[src/rtl/rv32i_types.sv]
// Shared types and constants for the RV32I front end.
package rv32i_types;

    typedef enum logic [1:0] {
        REQ      = 2'd0,
        DISCARD  = 2'd1,
        WAIT_BUF = 2'd2
    } fetch_state_t;

    localparam logic [31:0] RESET_PC = 32'h0000_0060;

    // Instruction addresses are always word aligned.
    function automatic logic [31:0] align_pc(input logic [31:0] pc);
        return pc & 32'hFFFF_FFFC;
    endfunction

endpackage

[src/rtl/pc_reg.sv]
// 32-bit load-enable register with a parameterised reset value.
module pc_reg #(
    parameter logic [31:0] RESET_VALUE = 32'h0000_0000
) (
    input  logic        clk,
    input  logic        rst,
    input  logic        load,
    input  logic [31:0] d,
    output logic [31:0] q
);

    always_ff @(posedge clk) begin
        if (rst) begin
            q <= RESET_VALUE;
        end else if (load) begin
            q <= d;
        end
    end

endmodule

[src/rtl/instr_fetch.sv]
// Instruction fetch stage: one outstanding imem request, one-entry output
// buffer toward IF/ID, redirect handling with in-flight response discard.
module instr_fetch
    import rv32i_types::*;
(
    input  logic        clk,
    input  logic        rst,
    output logic [31:0] imem_address,
    output logic        imem_read,
    input  logic        imem_resp,
    input  logic [31:0] imem_rdata,
    input  logic        redirect,
    input  logic [31:0] redirect_pc,
    input  logic        stall,
    output logic        out_valid,
    output logic [31:0] instr_out,
    output logic [31:0] pc_out,
    output logic [31:0] pc_plus4_out,
    output logic        ifid_flush
);

    fetch_state_t state_reg;

    logic [31:0] fetch_pc;
    logic [31:0] req_addr;
    logic [31:0] fetch_pc_next;
    logic [31:0] req_addr_next;
    logic        fetch_pc_load;
    logic        req_addr_load;
    logic [31:0] target_pc;
    logic [31:0] req_addr_plus4;
    logic        capture;
    logic        consume;

    assign target_pc      = align_pc(redirect_pc);
    assign req_addr_plus4 = req_addr + 32'd4;
    assign capture        = (state_reg == REQ) && imem_resp && !redirect;
    assign consume        = out_valid && !stall;

    assign imem_read    = !rst && (state_reg != WAIT_BUF);
    assign imem_address = req_addr;
    assign ifid_flush   = redirect;

    always_comb begin
        fetch_pc_load = 1'b0;
        fetch_pc_next = fetch_pc;
        req_addr_load = 1'b0;
        req_addr_next = req_addr;
        case (state_reg)
            REQ: begin
                if (redirect) begin
                    fetch_pc_load = 1'b1;
                    fetch_pc_next = target_pc;
                    // A response in the redirect cycle is dropped and the
                    // target can be requested straight away.
                    if (imem_resp) begin
                        req_addr_load = 1'b1;
                        req_addr_next = target_pc;
                    end
                end else if (imem_resp) begin
                    fetch_pc_load = 1'b1;
                    fetch_pc_next = req_addr_plus4;
                    if (consume) begin
                        req_addr_load = 1'b1;
                        req_addr_next = req_addr_plus4;
                    end
                end
            end
            DISCARD: begin
                if (redirect) begin
                    fetch_pc_load = 1'b1;
                    fetch_pc_next = target_pc;
                end
                if (imem_resp) begin
                    req_addr_load = 1'b1;
                    req_addr_next = redirect ? target_pc : fetch_pc;
                end
            end
            WAIT_BUF: begin
                if (redirect) begin
                    fetch_pc_load = 1'b1;
                    fetch_pc_next = target_pc;
                    req_addr_load = 1'b1;
                    req_addr_next = target_pc;
                end else if (!stall) begin
                    req_addr_load = 1'b1;
                    req_addr_next = fetch_pc;
                end
            end
            default: begin
                fetch_pc_load = 1'b0;
            end
        endcase
    end

    pc_reg #(.RESET_VALUE(RESET_PC)) u_fetch_pc (
        .clk  (clk),
        .rst  (rst),
        .load (fetch_pc_load),
        .d    (fetch_pc_next),
        .q    (fetch_pc)
    );

    pc_reg #(.RESET_VALUE(RESET_PC)) u_req_addr (
        .clk  (clk),
        .rst  (rst),
        .load (req_addr_load),
        .d    (req_addr_next),
        .q    (req_addr)
    );

    always_ff @(posedge clk) begin
        if (rst) begin
            state_reg    <= REQ;
            out_valid    <= 1'b0;
            instr_out    <= 32'h0000_0000;
            pc_out       <= RESET_PC;
            pc_plus4_out <= RESET_PC + 32'd4;
        end else begin
            case (state_reg)
                REQ: begin
                    if (redirect) begin
                        state_reg <= imem_resp ? REQ : DISCARD;
                    end else if (imem_resp) begin
                        state_reg <= consume ? REQ : WAIT_BUF;
                    end
                end
                DISCARD: begin
                    if (imem_resp) begin
                        state_reg <= REQ;
                    end
                end
                WAIT_BUF: begin
                    if (redirect || !stall) begin
                        state_reg <= REQ;
                    end
                end
                default: state_reg <= REQ;
            endcase

            // Redirect flushes the buffer even while the stage is stalled.
            if (redirect) begin
                out_valid <= 1'b0;
            end else if (capture) begin
                out_valid    <= 1'b1;
                instr_out    <= imem_rdata;
                pc_out       <= req_addr;
                pc_plus4_out <= req_addr_plus4;
            end else if (consume) begin
                out_valid <= 1'b0;
            end
        end
    end

endmodule
[config.mk]
export PLATFORM = sky130hd
export DESIGN_NAME = instr_fetch
export DESIGN_NICKNAME = d
export VERILOG_FILES = /design/src/rtl/rv32i_types.sv /design/src/rtl/pc_reg.sv /design/src/rtl/instr_fetch.sv
export SDC_FILE = /design/constraint.sdc
export NUM_CORES = 1
export LEC_CHECK = 0
export CAP_MARGIN = 20
export CORE_ASPECT_RATIO = 1.1
export CORE_UTILIZATION = 47
export CTS_CLUSTER_DIAMETER = 80
export DETAILED_ROUTE_END_ITERATION = 12
export HOLD_SLACK_MARGIN = 0.1
export PLACE_DENSITY = 0.84
export RECOVER_POWER = 50
export SYNTH_ARGS = -nofsm -noshare
export SYNTH_HDL_FRONTEND = slang
export SYNTH_SLANG_ARGS = --single-unit
[constraint.sdc]
create_clock -name clk -period 2.5 [get_ports clk]
set_input_delay 0.25 -clock clk [delete_from_list [all_inputs] [get_ports clk]]
set_output_delay 0.25 -clock clk [all_outputs]
set_load 0.005 [all_outputs]
# == Yosys cells after proc, flatten, opt, wreduce, memory -nomap -nowiden ==
# Cells that the tools add are included.
# classes
n_addsub,1
reduce_logical,18
eq_ne,9
bitwise,1
n_mux,31
# ops
cell,n
32-bit 2-to-1 mux,10
32-bit one-hot mux with 3 select lines,1
32-bit one-hot mux with 2 select lines,1
32-bit by 3-bit adder with 32-bit output (second input constant),1
1-bit 2-to-1 mux,11
2-bit 2-to-1 mux,5
3-bit inequality test (second input constant),3
2-bit inequality test (second input constant),4
2-bit one-hot mux with 3 select lines,1
3-bit AND reduction,2
6-bit AND reduction,1
1-bit logical AND,4
2-bit nonzero test,2
2-bit OR reduction,2
1-bit zero test,3
1-bit one-hot mux with 3 select lines,1
3-bit nonzero test,1
2-bit by 1-bit == test with 1-bit output (second input constant),1
2-bit == test (second input constant),1
2-bit zero test,1
1-bit one-hot mux with 2 select lines,1
2-bit AND reduction,1
1-bit logical OR,1
1-bit inverter,1
# word_totals
reg_bits,163
input_bits,69
wordCells,67
output_inout_bits,131

# == Depth between registers and ports, before layout ==
# logic_depth
ltp_word,7
mapped_depth,10
mapped_depth_nobuf,7

# == By module ==
# A second synthesis with hierarchy kept.
# unflattened
cells_unflattened,1300
area_unflattened_um2,10030.9
# modules_own_cells
module,area_per_inst_um2,cells_per_inst,seq_area_each_um2,n_inst
instr_fetch,7696.1,1094,1941.9,1
pc_reg,1167.4,103,640.6,2

# == Worst setup path before layout ==
# Ideal clock, no wire load.
# synth_path
path_kind,flip-flop to flip-flop
startpoint,reg state_reg[0]
endpoint,reg u_fetch_pc.q[0]
n_path_buf,2
slack_ps,352
arrival_ps,2020
period_less_slack_ps,2148
path_stages_with_launch,10
setup_time_ps,128
required_ps,2372
cell_sequence,dfxtp_1 -> inv_1 -> ha_1 -> clkbuf_1 -> o21ai_0 -> a21oi_1 -> buf_2 -> o21ai_0 -> a32oi_1 -> nor2_1
# synth_between
elab_chain_len,4
elab_cells_between_ends,9
classes_between,3 x eq/ne; 2 x mux; 4 x reduce/logical
# synth_lines
element,line_no,source
from (decl),instr_fetch.sv:22,fetch_state_t state_reg;
from (signal assigned),instr_fetch.sv:123,state_reg <= imem_resp ? REQ : DISCARD;
from (signal assigned),instr_fetch.sv:125,state_reg <= consume ? REQ : WAIT_BUF;
2-bit == test / 2-bit by 1-bit == test with 1-bit output (equally long branches),instr_fetch.sv:49,case (state_reg)
2-bit OR reduction (no line),n/a,
1-bit one-hot mux with 2 select lines / 2-bit nonzero test (equally long branches),n/a,
3-bit AND reduction (no line),n/a,
to (signal assigned),pc_reg.sv:14,q <= RESET_VALUE;
to (signal assigned),pc_reg.sv:16,q <= d;
to (decl),pc_reg.sv:9,output logic [31:0] q
# Parallel ways exist; a longest one is shown, timed or not.
# A chain may end at the register's enable or synchronous reset.

# == Worst setup path after layout ==
# layout_path
startpoint,reg u_req_addr.q[20]
endpoint,reg u_req_addr.q[27]
# layout_between
elab_chain_len,5
# layout_lines
element,line_no,source
from (decl),pc_reg.sv:9,
from (signal assigned),pc_reg.sv:14,
from (signal assigned),pc_reg.sv:16,
32-bit by 3-bit adder with 32-bit output,instr_fetch.sv:36,assign req_addr_plus4 = req_addr + 32'd4;
32-bit 2-to-1 mux,instr_fetch.sv:63,if (consume) begin
32-bit 2-to-1 mux,instr_fetch.sv:60,end else if (imem_resp) begin
32-bit 2-to-1 mux,instr_fetch.sv:51,if (redirect) begin
32-bit one-hot mux with 3 select lines,instr_fetch.sv:49,
# No other way between the ends. The select of a mux whose other input is x is not followed.

==> metrics.txt <==
Post-synth EDFFs 0; clock root buffer clkbuf_16; Hold WS 0.3707 ns; skew final 0.007981 ns; Arrival @ worst endpoint 2.52 ns; drt via density 5.686; Mapped Nets 973; Final setup viols 0; crit-path cells clkbuf_1 -> and4_1 -> nand4_1 -> o31a_1 -> o311ai_1 -> a31oi_1; synth warn 0; ratio of cells with drive above 1 in the final layout 0.07558; sequential-to-total area share from yosys stat 0.4486; clock sink total 161; Crit path largest cell delay 0.40 ns; pre-CTS setup slack 0.1256 ns; post-DP HPWL 15.21 mm; Reg area 3223 µm²; crit start category register; DR top layer met4; First-pass DRT Iterations 5; Setup CP Type register to register; final wirelength 22.19 mm; die area 15780 µm²; Post-Syn Area 7184 µm²; crit path time final 2.234 ns; critical path endpoint category register; H-Tree Depth 4; Setup TNS 0 ns; # nets final 1149; Worst EP required 2.78 ns; layout filler cell count 1230; Slew Viols, Final 0; core box area 15000 µm²; Hold/Removal Path Class input pin to register; syn_area_per_cell 8.000 µm²; num ports 200; commonest non-fill, non-tap cell in the layout nand2_1; CTS Buffer Depth 2; pin count of the biggest net entering global routing 73; antenna violations before repair 0; DIE WIDTH 119.9 µm; synthesized flop and latch total 161; FMAX 0.4476 GHz; die span in y 131.7 µm; Worst-Margin Slew 0.7635 ns; Port Buf Inserts 197; worst setup margin 0.2660 ns; grt ovf 0; # Max-Cap Violations 0; Worst Path Buf+Inv 1; clk_lat worst skew 0.43 ns; Post-DRT Antenna Nets 0; GR Util All Layers 0.2823; FP Rows 47; Area Overhead vs Synth 38.58%; Synth async-reset ratio 0; Initial Util 0.4791; Post-Synthesis Cells 898; Max VDD drop 0.5497 mV; 1st-iter DRT viols 673; delay-heaviest family, CP compound AO/OA/AOI/OAI gates; most frequent cells in the layout nand2_1, dfxtp_1, dlygate4sd3_1; CTS clk-pin slew, worst paths 0.06 ns; RSZ-0062 raised after global routing no; DR WL met3 1.797 mm; routed wire length per instance 17.33 µm; worst-path maximum fanout 10; Multi-input gate area 3566 µm²; vias in the first global route 6862; final period utilization 0.8936; diode count 0; TritonCTS clock tree built; outcome complete, no violations; Remaining DRCs 0; routability cong. 0.8567; wl on met1 9.350 mm; slowest stage cell, crit path clkbuf_1; Leak 0.003840 µW; Num CTS Buffers 17; DR WL met2 10.19 mm; relative slew slack 0.4910; Hold Fails Final Rpt 0; Main synth FF type dfxtp_1; Netlist cell types 64; Vias 7284; first-pass GRT wire length 35.35 mm; pwr dens 672.0 nW/µm²
layer usage:
layer  track usage  vias up
met1        0.3633     3311
met4        0.1576        0
met3       0.05425       63
met5             0        -
li1              -     3527
met2        0.4412      383
kinds of logic after synthesis:
logic type / after synthesis / share of synthesized area
and+or+nand+nor: 367 / 0.2443
AOI/OAI and AO/OA: 248 / 0.2121
DFF: 161 / 0.4486
buffers and inverters: 95 / 0.05730
xor gates and xnor gates: 15 / 0.01829
muxes: 6 / 0.008882
adders and majority gates: 6 / 0.01045
worst register-to-register path, cell delays in order (launching register included):
cell and delay, ns:
dfxtp_1 0.36, clkbuf_1 0.40, and4_1 0.31, nand4_1 0.16, o31a_1 0.34, o311ai_1 0.37, a31oi_1 0.15
through the flow:
stage	instances	total power, µW	instance area [µm²]	utilization
finish	1281	6690	9956	0.6639
global route	1281	6947	9956	0.6639
CTS	1281	6752	10020	0.6681
detailed placement	1250	4227	9438	0.6294
global placement	1249	4195	9427	0.6286
floorplan	898	3574	7184	-
final timing paths:
kind	end	start	slack, ns	cells after the start
setup / recovery	u_req_addr.q[27]$_SDFFE_PP0P_	u_req_addr.q[20]$_SDFFE_PP0P_	0.27	6
hold / removal	instr_out[29]$_SDFFE_PP0P_	imem_rdata[29]	0.37	3
setup reg to reg	u_req_addr.q[27]$_SDFFE_PP0P_	u_req_addr.q[20]$_SDFFE_PP0P_	0.27	6
hold reg to reg	instr_out[1]$_SDFFE_PP0P_	instr_out[1]$_SDFFE_PP0P_	0.45	2
area by class of cell:
| type | instances | share of cell area |
|---|---|---|
| flip-flops and latches | 161 | 0.3237 |
| inverters | 10 | 0.003770 |
| clock buffers | 21 | 0.04625 |
| well taps | 196 | 0.02463 |
| repair buffers | 242 | 0.2324 |
| clock inverters | 9 | 0.01106 |
| multi-input cells | 642 | 0.3582 |
synth_stat cells (13+ instances only):
library cell / number / share of area
a211oi_1: 17 / 0.018
a21oi_1: 91 / 0.063
a31oi_1: 34 / 0.030
buf_2: 13 / 0.0091
clkbuf_1: 59 / 0.031
dfxtp_1: 161 / 0.45
nand2_1: 177 / 0.092
nand2b_1: 15 / 0.013
nand3_1: 16 / 0.011
nor2_1: 60 / 0.031
nor3_1: 40 / 0.028
o21ai_0: 46 / 0.032
where the power goes:
group          total (µW)  switching, µW  internal [µW]
Clock                2550           1040           1510
Combinational        1260            686            577
Sequential           2880            124           2760
Total                6690           1850           4840
repair_timing:
action	4_1_cts	5_1_grt
buffers inserted	0	0
setup endpoints to repair	0	1
hold endpoints to repair	1	0
hold buffers	1	0
gates resized for setup	0	1
No activity file was read; power rests on OpenSTA's default activity.
